===== src/rtl/tm1638_responder.sv =====
// TM1638-style responder: decodes LSB-first commands on a STB/CLK/DIO link,
// keeps a 16x8 display RAM plus a display-control register, and shifts out
// four key-scan bytes on a read command. DIO is split into in/out/oe.
//
// state   | meaning
// IDLE    | frame closed, waiting for STB falling edge
// CMD     | shifting in the command byte
// WDATA   | shifting data bytes into RAM[pointer]
// RDATA   | shifting out the 32 latched key bits
// IGNORE  | discarding bits until STB rises
module tm1638_responder #(
  parameter int SYNC_STAGES = 2
) (
  input  logic        i_Clk,
  input  logic        i_Rst,
  input  logic        i_SPI_Stb,
  input  logic        i_SPI_Clk,
  input  logic        i_SPI_Dio,
  output logic        o_SPI_Dio,
  output logic        o_SPI_Dio_Oe,
  input  logic [31:0] i_Keys,
  input  logic [3:0]  i_Ram_Rd_Addr,
  output logic [7:0]  o_Ram_Rd_Data,
  output logic [3:0]  o_Display_Ctrl,
  output logic        o_Cmd_Valid,
  output logic [7:0]  o_Cmd,
  output logic        o_Cmd_Err,
  output logic        o_Wr_Valid,
  output logic [3:0]  o_Wr_Addr,
  output logic [7:0]  o_Wr_Data
);

  typedef enum logic [2:0] {
    ST_IDLE   = 3'd0,
    ST_CMD    = 3'd1,
    ST_WDATA  = 3'd2,
    ST_RDATA  = 3'd3,
    ST_IGNORE = 3'd4
  } state_t;

  logic [SYNC_STAGES-1:0] r_stb_sync;
  logic [SYNC_STAGES-1:0] r_clk_sync;
  logic [SYNC_STAGES-1:0] r_dio_sync;
  logic                   r_stb_prev;
  logic                   r_clk_prev;

  logic       w_stb;
  logic       w_clk;
  logic       w_dio;
  logic       w_clk_rise;
  logic       w_clk_fall;
  logic       w_stb_fall;
  logic       w_byte_done;
  logic [7:0] w_byte;

  state_t      r_state;
  logic [2:0]  r_bit_cnt;
  logic [7:0]  r_shift;
  logic [31:0] r_rd_shift;
  logic [5:0]  r_rd_cnt;
  logic [3:0]  r_ptr;
  logic        r_fixed;
  logic [7:0]  r_ram [16];

  logic        r_dio_out;
  logic        r_dio_oe;
  logic [3:0]  r_disp_ctrl;
  logic        r_cmd_valid;
  logic [7:0]  r_cmd;
  logic        r_cmd_err;
  logic        r_wr_valid;
  logic [3:0]  r_wr_addr;
  logic [7:0]  r_wr_data;

  assign w_stb       = r_stb_sync[SYNC_STAGES-1];
  assign w_clk       = r_clk_sync[SYNC_STAGES-1];
  assign w_dio       = r_dio_sync[SYNC_STAGES-1];
  assign w_clk_rise  = w_clk & ~r_clk_prev;
  assign w_clk_fall  = ~w_clk & r_clk_prev;
  assign w_stb_fall  = ~w_stb & r_stb_prev;
  // Bits arrive LSB first and enter at the top of r_shift.
  assign w_byte      = {w_dio, r_shift[7:1]};
  assign w_byte_done = w_clk_rise && (r_bit_cnt == 3'd7);

  // Synchronise the serial lines and keep one delayed copy for edge detection.
  // Reset to 0 so a STB held low through reset cannot look like a new frame.
  always_ff @(posedge i_Clk or negedge i_Rst) begin
    if (!i_Rst) begin
      r_stb_sync <= '0;
      r_clk_sync <= '0;
      r_dio_sync <= '0;
      r_stb_prev <= 1'b0;
      r_clk_prev <= 1'b0;
    end else begin
      r_stb_sync <= {r_stb_sync[SYNC_STAGES-2:0], i_SPI_Stb};
      r_clk_sync <= {r_clk_sync[SYNC_STAGES-2:0], i_SPI_Clk};
      r_dio_sync <= {r_dio_sync[SYNC_STAGES-2:0], i_SPI_Dio};
      r_stb_prev <= w_stb;
      r_clk_prev <= w_clk;
    end
  end

  // Frame FSM: command decode, RAM writes, key readout and registered outputs.
  always_ff @(posedge i_Clk or negedge i_Rst) begin
    if (!i_Rst) begin
      r_state     <= ST_IDLE;
      r_bit_cnt   <= '0;
      r_shift     <= '0;
      r_rd_shift  <= '0;
      r_rd_cnt    <= '0;
      r_ptr       <= '0;
      r_fixed     <= 1'b0;
      r_dio_out   <= 1'b0;
      r_dio_oe    <= 1'b0;
      r_disp_ctrl <= '0;
      r_cmd_valid <= 1'b0;
      r_cmd       <= '0;
      r_cmd_err   <= 1'b0;
      r_wr_valid  <= 1'b0;
      r_wr_addr   <= '0;
      r_wr_data   <= '0;
      for (int i = 0; i < 16; i++) r_ram[i] <= '0;
    end else begin
      r_cmd_valid <= 1'b0;
      r_cmd_err   <= 1'b0;
      r_wr_valid  <= 1'b0;
      if (r_state != ST_IDLE && w_stb) begin
        // Frame closed: any partial byte is simply dropped.
        r_state   <= ST_IDLE;
        r_dio_oe  <= 1'b0;
        r_dio_out <= 1'b0;
      end else begin
        case (r_state)
          ST_IDLE: begin
            if (w_stb_fall) begin
              r_bit_cnt <= '0;
              r_state   <= ST_CMD;
            end
          end
          ST_CMD: begin
            if (w_clk_rise) begin
              r_shift   <= w_byte;
              r_bit_cnt <= r_bit_cnt + 3'd1;
            end
            if (w_byte_done) begin
              r_cmd       <= w_byte;
              r_cmd_valid <= 1'b1;
              case (w_byte[7:6])
                2'b01: begin
                  if (w_byte[1]) begin
                    r_rd_shift <= i_Keys;
                    r_rd_cnt   <= '0;
                    r_state    <= ST_RDATA;
                  end else begin
                    r_fixed <= w_byte[2];
                    r_state <= ST_IGNORE;
                  end
                end
                2'b10: begin
                  r_disp_ctrl <= w_byte[3:0];
                  r_state     <= ST_IGNORE;
                end
                2'b11: begin
                  r_ptr   <= w_byte[3:0];
                  r_state <= ST_WDATA;
                end
                default: begin
                  r_cmd_err <= 1'b1;
                  r_state   <= ST_IGNORE;
                end
              endcase
            end
          end
          ST_WDATA: begin
            if (w_clk_rise) begin
              r_shift   <= w_byte;
              r_bit_cnt <= r_bit_cnt + 3'd1;
            end
            if (w_byte_done) begin
              r_ram[r_ptr] <= w_byte;
              r_wr_valid   <= 1'b1;
              r_wr_addr    <= r_ptr;
              r_wr_data    <= w_byte;
              if (!r_fixed) r_ptr <= r_ptr + 4'd1;
            end
          end
          ST_RDATA: begin
            // Falling edges present bits; rising edges count master samples.
            if (w_clk_fall) begin
              if (r_rd_cnt == 6'd32) begin
                r_dio_oe  <= 1'b0;
                r_dio_out <= 1'b0;
                r_state   <= ST_IGNORE;
              end else begin
                r_dio_oe   <= 1'b1;
                r_dio_out  <= r_rd_shift[0];
                r_rd_shift <= {1'b0, r_rd_shift[31:1]};
              end
            end
            if (w_clk_rise && r_rd_cnt != 6'd32) r_rd_cnt <= r_rd_cnt + 6'd1;
          end
          ST_IGNORE: begin
            r_dio_oe <= 1'b0;
          end
          default: r_state <= ST_IDLE;
        endcase
      end
    end
  end

  assign o_Ram_Rd_Data  = r_ram[i_Ram_Rd_Addr];
  assign o_SPI_Dio      = r_dio_out;
  assign o_SPI_Dio_Oe   = r_dio_oe;
  assign o_Display_Ctrl = r_disp_ctrl;
  assign o_Cmd_Valid    = r_cmd_valid;
  assign o_Cmd          = r_cmd;
  assign o_Cmd_Err      = r_cmd_err;
  assign o_Wr_Valid     = r_wr_valid;
  assign o_Wr_Addr      = r_wr_addr;
  assign o_Wr_Data      = r_wr_data;

endmodule


===== config.mk =====
export PLATFORM = sky130hd
export DESIGN_NAME = tm1638_responder
export DESIGN_NICKNAME = d
export VERILOG_FILES = /design/src/rtl/tm1638_responder.sv
export SDC_FILE = /design/constraint.sdc
export NUM_CORES = 1
export LEC_CHECK = 0
export BUFFER_PORTS_ARGS = -buffer_cell sky130_fd_sc_hd__buf_2
export CORE_MARGIN = 5
export CORE_UTILIZATION = 37
export DETAILED_ROUTE_END_ITERATION = 8
export SETUP_SLACK_MARGIN = 0.1
export SLEW_MARGIN = 5
export SYNTH_ARGS = -nofsm -noshare
export SYNTH_HDL_FRONTEND = slang
export SYNTH_SLANG_ARGS = --single-unit

===== constraint.sdc =====
create_clock -name i_Clk -period 2.45 [get_ports i_Clk]
set_clock_uncertainty 0.1 [all_clocks]
set_input_delay 0.1225 -clock i_Clk [delete_from_list [all_inputs] [get_ports i_Clk]]
set_output_delay 0.1225 -clock i_Clk [all_outputs]
set_load 0.005 [all_outputs]

==> flow_metrics.tcl, run 1 <==
set metrics [dict create \
    maxSlewViolCount 0 \
    start_util_pct 37.8 \
    critical_path_class "register to primary output" \
    p_leak_nw 5.89 \
    area_growth_pct 20.7 \
    track_usage_pct 15.2 \
    regArea_um2 5530 \
    synth_cell_type_count 58 \
    internal_power_w 0.00705 \
    place_ws_ns 0.132 \
    cts_num_sinks 221 \
    worstMarginPinSlew_ns 0.855 \
    p_per_area_nw_per_um2 801 \
    synth_warnings 0 \
    final_area_um2 12300 \
    wl_per_cell_um 19.6 \
    hp-class "primary input to asynchronous set/reset pin" \
    power.clock.fraction_pct 37.7 \
    drt_pass1_iterations 4 \
    grt_max_degree 91 \
    finalCritPeriodShare_pct 93.6 \
    yosysMostFrequentCell "dfrtp_1" \
    fin_cells 1176 \
    die-area_um2 31000 \
    status "completed" \
    drcViolationCount 0 \
    avgViaCountPerCell 5.39 \
    gp_congestion 0.755 \
    yosysTopAreaCell "dfrtp_1" \
    ys_seq_area_share_pct 54.2 \
    drtIter0Drc 268 \
    yosys-top-cells-area "dfrtp_1 (54%), mux2_2 (18%), mux4_2 (8.8%), a2bb2oi_1 (2.7%), o22ai_1 (2.0%)" \
    power_frac_seq_pct 45.7 \
    first_global_vias 6556 \
    synthesis.area_um2 10200 \
    finalCriticalPeriod_ns 2.29 \
    netlist_top_cells_count "dfrtp_1 (221), mux2_2 (161), mux4_2 (40)" \
    synth-edff-count 0 \
    htreeDepth 1 \
    vias 6342 \
    root_buffer "clkbuf_16" \
    placed_cells 1095 \
    worstSkewPairLatency_ns 0.53 \
    p_sw_w 0.00282 \
    setup_ws_ns 0.157 \
    fp.dieH_um 176 \
    cts_tree "built" \
    critPathArrivalTime_ns 2.07 \
    pin_count 78 \
    startpoint_type "register" \
    portBuffers 77 \
    syn_area_per_cell_um2 14.6 \
    hold_viol 0 \
    num-nets-final 866 \
    synthArstFlopShare_pct 100 \
    clock_path_buffers 3 \
    wl_mm 23.1 \
    required_ns 2.23 \
    ant_nets 0 \
    antenna_found_initial 0 \
    synth_top_area_share_pct 54.2 \
    path_max_fanout 2 \
    peakVddDrop_mv 0.554 \
    placed_cell_area_um2 11100 \
    syn_nets 750 \
    maxSlewHeadroom_pct 43.0 \
    antennaDiodeCount 0 \
    ys_ff_latch 221 \
    fp-row-count 60 \
    power.total_w 0.00988 \
    setup_viol 0 \
    rsz0062_at_grt "true" \
    grt_overflow 0 \
    dpl.hpwl_mm 14.5 \
    die_w_um 176 \
    max_freq_mhz 436 \
    layout-drive-gt1-share_pct 46.0 \
    p_comb_share_pct 16.6 \
    nFillCells 2451 \
    grt_pass1_wl_mm 37.9 \
    syn_inst 701 \
    swShare_pct 28.6 \
    multi_input_area_um2 4360 \
    core-area_um2 27000 \
    numCtsBuffers 25 \
    synth_ff_type "dfrtp_1" \
    crit_path_end_kind "primary output" \
    clk_pin_slew_worst_paths_ns 0.06 \
    fin_setup_tns_ns 0 \
    max-cap-violations 0 \
]
-- path summary, 6_finish.rpt --
kind	startpoint	endpoint	slack, ns	cells past startpoint
setup / recovery	r_ram[4]	o_Ram_Rd_Data[4]	0.16	3
hold / removal	i_Rst	r_ram[16]	0.12	2
setup reg to reg	r_state[0]	r_rd_shift[16]	0.25	6
hold reg to reg	r_dio_sync[0]	r_dio_sync[1]	0.25	0
max in group asynchronous	i_Rst	r_ram[100]	1.40	3
min in group i_Clk	i_SPI_Clk	r_clk_sync[0]	0.14	2
-- power by group through the flow --
| stage | clock network, W | logic [W] | registers (W) |
|---|---|---|---|
| after floorplan | 0 | 0.00125 | 0.00426 |
| after global placement | 0 | 0.00159 | 0.00457 |
| after detailed placement | 0 | 0.00162 | 0.00457 |
| after CTS | 0.00383 | 0.00166 | 0.00451 |
| after global routing | 0.00398 | 0.00182 | 0.00458 |
| final | 0.00372 | 0.00164 | 0.00451 |
-- per-layer routing --
metal	wire length, µm	vias to the layer above	track usage [%]	part of all wire [%]
met2	11000	112	24.5	48
met5	0	-	0	0
met3	839	30	2.03	3.6
met4	454	0	3.38	2.0
met1	10800	3311	22.0	47
li1	-	2889	-	-
-- registers in the layout (all words and copies together), names as in the netlist, 6 cells and up --
register    flops
r_rd_shift     32
o_Cmd           8
r_shift         7
r_rd_cnt        6
r_ram         128
o_Wr_Data       8
-- layout by cell type (no fill, tap or decap), types with 3 or more instances in the layout --
master / instances
clkbuf_8: 7
clkinv_2: 7
nand3_4: 6
o21ai_0: 8
mux2_2: 161
nand2b_1: 6
a21oi_1: 7
clkbuf_16: 25
dlygate4sd3_1: 36
mux4_2: 40
buf_2: 76
o2111ai_1: 3
o22ai_1: 33
ha_1: 8
a2bb2oi_1: 31
buf_4: 26
dfrtp_1: 219
nand3b_1: 3
a21o_1: 3
nand4_4: 4
nand3_1: 7
nor2b_1: 6
nand2_1: 11
nor3_1: 4
nand3_2: 6
mux2i_1: 5
a31oi_1: 3
buf_12: 8
or3b_2: 3
inv_1: 15
nor2_1: 14
-- worst max-delay path, stage by stage, from the launching register on --
cell and delay (ns):
dfrtp_1 0.38, mux4_2 0.51, mux4_2 0.51, buf_2 0.15
-- through the flow --
stage / util (%) / hold slack, ns
floorplan: - / -0.273
global placement: 41.2 / 0.116
detailed placement: 41.2 / 0.116
CTS: 45.6 / 0.121
global route: 45.6 / 0.148
finish: 45.6 / 0.117
-- timing repair --
action,CTS,global route
setup endpoints to repair,0,52
setup buffers,0,0
resized for setup,0,3
hold buffers,36,0
hold endpoints to repair,120,0
-- area by class of cell --
| class | count | share of cell area, % |
|---|---|---|
| clock buffer | 33 | 5.89 |
| multi-input combinational | 407 | 35.4 |
| tap | 341 | 3.46 |
| clock inverter | 12 | 0.883 |
| timing repair buffer | 147 | 9.02 |
| sequential | 221 | 44.9 |
| inverter | 15 | 0.457 |
-- cell families after synthesis --
| family | count (synthesis) | synth area share, % |
|---|---|---|
| flops | 221 | 54.2 |
| xor+xnor | 2 | 0.172 |
| fa+ha+maj | 8 | 0.981 |
| mux | 208 | 27.3 |
| buf+inv | 73 | 3.27 |
| compound gates | 103 | 7.59 |
| simple gates | 86 | 6.52 |
Note: power is estimated with default switching activity, not from simulation.
==> inputs of run 2 (changes only) <==
Settings changed: BUFFER_PORTS_ARGS -buffer_cell sky130_fd_sc_hd__buf_2 to -buffer_cell sky130_fd_sc_hd__clkbuf_2.
==> flow_metrics.tcl, run 2 (synthesis results as in run 1) <==
set metrics [dict create \
    num-nets-final 864 \
    p_per_area_nw_per_um2 802 \
    vias 6267 \
    max_freq_mhz 445 \
    reg_top3 "r_ram (128), r_rd_shift (32)" \
    finalCriticalPeriod_ns 2.25 \
    reg2regPathDepth 5 \
    multi_input_area_um2 4360 \
    die_w_um 176 \
    pin_count 78 \
    root_buffer "clkbuf_16" \
    grt_overflow 0 \
    cts_num_sinks 221 \
    htreeDepth 1 \
    wl_per_cell_um 19.7 \
    fin_cells 1174 \
    max-cap-violations 0 \
    grt_max_degree 67 \
    track_usage_pct 15.3 \
    antennaDiodeCount 0 \
    drcViolationCount 0 \
    path_max_fanout 2 \
    cts_tree "built" \
    ant_nets 0 \
    worstSkewPairLatency_ns 0.51 \
    peakVddDrop_mv 0.787 \
    status "completed" \
    regArea_um2 5530 \
    antenna_found_initial 0 \
    hp-class "primary input to asynchronous set/reset pin" \
    wl_mm 23.1 \
    fp.dieH_um 176 \
    portBuffers 77 \
    setup_viol 0 \
    layout_commonest_cell "dfrtp_1" \
    placed_cells 1092 \
    fin_setup_tns_ns 0 \
    power.total_w 0.00985 \
    numCtsBuffers 26 \
    startpoint_type "register" \
    final_cell_mix "dfrtp_1 (220), mux2_2 (161), clkbuf_2 (76)" \
    hold_ws_ns 0.0459 \
    r2r_slack_ns 0.21 \
    required_ns 2.23 \
    drtIter0Drc 293 \
    dpl.hpwl_mm 14.7 \
    die-area_um2 31000 \
    crit_path_end_kind "primary output" \
    postCtsSetupBuffers 0 \
    start_util_pct 37.8 \
    worstMarginPinSlew_ns 0.822 \
    finalCritPeriodShare_pct 91.8 \
    fp-row-count 60 \
    layout-drive-gt1-share_pct 45.0 \
    first_global_vias 6832 \
    rsz0062_at_grt "false" \
    r2r-start "r_state[1]" \
    area_growth_pct 20.3 \
    clock_path_buffers 3 \
    largest_reg_flops 128 \
    regMostFlops "r_ram" \
    gp_congestion 0.799 \
    critical_path_class "register to primary output" \
    grt_pass1_wl_mm 38.3 \
    clk_pin_slew_worst_paths_ns 0.05 \
    maxSlewViolCount 0 \
    critPathArrivalTime_ns 2.03 \
    drt_pass1_iterations 4 \
    nFillCells 2448 \
    p_leak_nw 5.84 \
    avgViaCountPerCell 5.34 \
    maxSlewHeadroom_pct 45.2 \
    hold_viol 0 \
    reg2reg_to "r_ram[125]" \
    core-area_um2 27000 \
]
run 2: final cells by class:
cell class / count / area share (%)
Clock buffer: 39 / 6.27
Inverter: 15 / 0.458
Sequential cell: 221 / 45.0
Tap cell: 341 / 3.47
Clock inverter: 7 / 0.519
Timing Repair Buffer: 144 / 8.76
Multi-Input combinational cell: 407 / 35.5
run 2: metal layers:
| metal | track usage [%] | part of all wire [%] | vias up |
|---|---|---|---|
| met5 | 0 | 0 | - |
| met4 | 3.18 | 1.9 | 0 |
| met3 | 2.23 | 3.6 | 31 |
| met2 | 25.4 | 49 | 111 |
| met1 | 21.5 | 46 | 3248 |
| li1 | - | - | 2877 |
run 2: repair_timing:
item,in CTS,in global routing
endpoints found under the hold margin,232,0
resized for setup,0,2
setup endpoints to repair,0,31
hold buffers,36,0
run 2: how the worst max path moves through the flow:
stage | start | to | slack, ns
after detailed placement | r_state[2] | r_rd_shift[28] | 0.20
final | r_ram[2] | o_Ram_Rd_Data[2] | 0.20
after global routing | r_state[1] | r_ram[125] | 0.10
after global placement | r_state[2] | o_Display_Ctrl[3] | 0.24
after CTS | r_ram[1] | o_Ram_Rd_Data[1] | 0.16
after floorplan | r_state[2] | r_ram[0] | 0.46
run 2: worst max-delay path, cell delays in order (launching register included):
cell      delay (ns)
dfrtp_1         0.38
mux4_2          0.52
mux4_2          0.49
clkbuf_2        0.13
run 2: through the flow:
stage               util (%)  area [µm²]  worst slack [ns]
finish                  45.5       12300             0.201
global route            45.5       12300             0.101
CTS                     45.5       12300             0.164
detailed placement      41.0       11100             0.200
global placement        41.0       11100             0.243
floorplan                  -       10200             0.462
run 2: where the power goes:
part	switching, W	total, W	internal (W)
Clock	0.00146	0.00372	0.00227
Sequential	0.000504	0.00454	0.00403
Combinational	0.000795	0.00159	0.000792
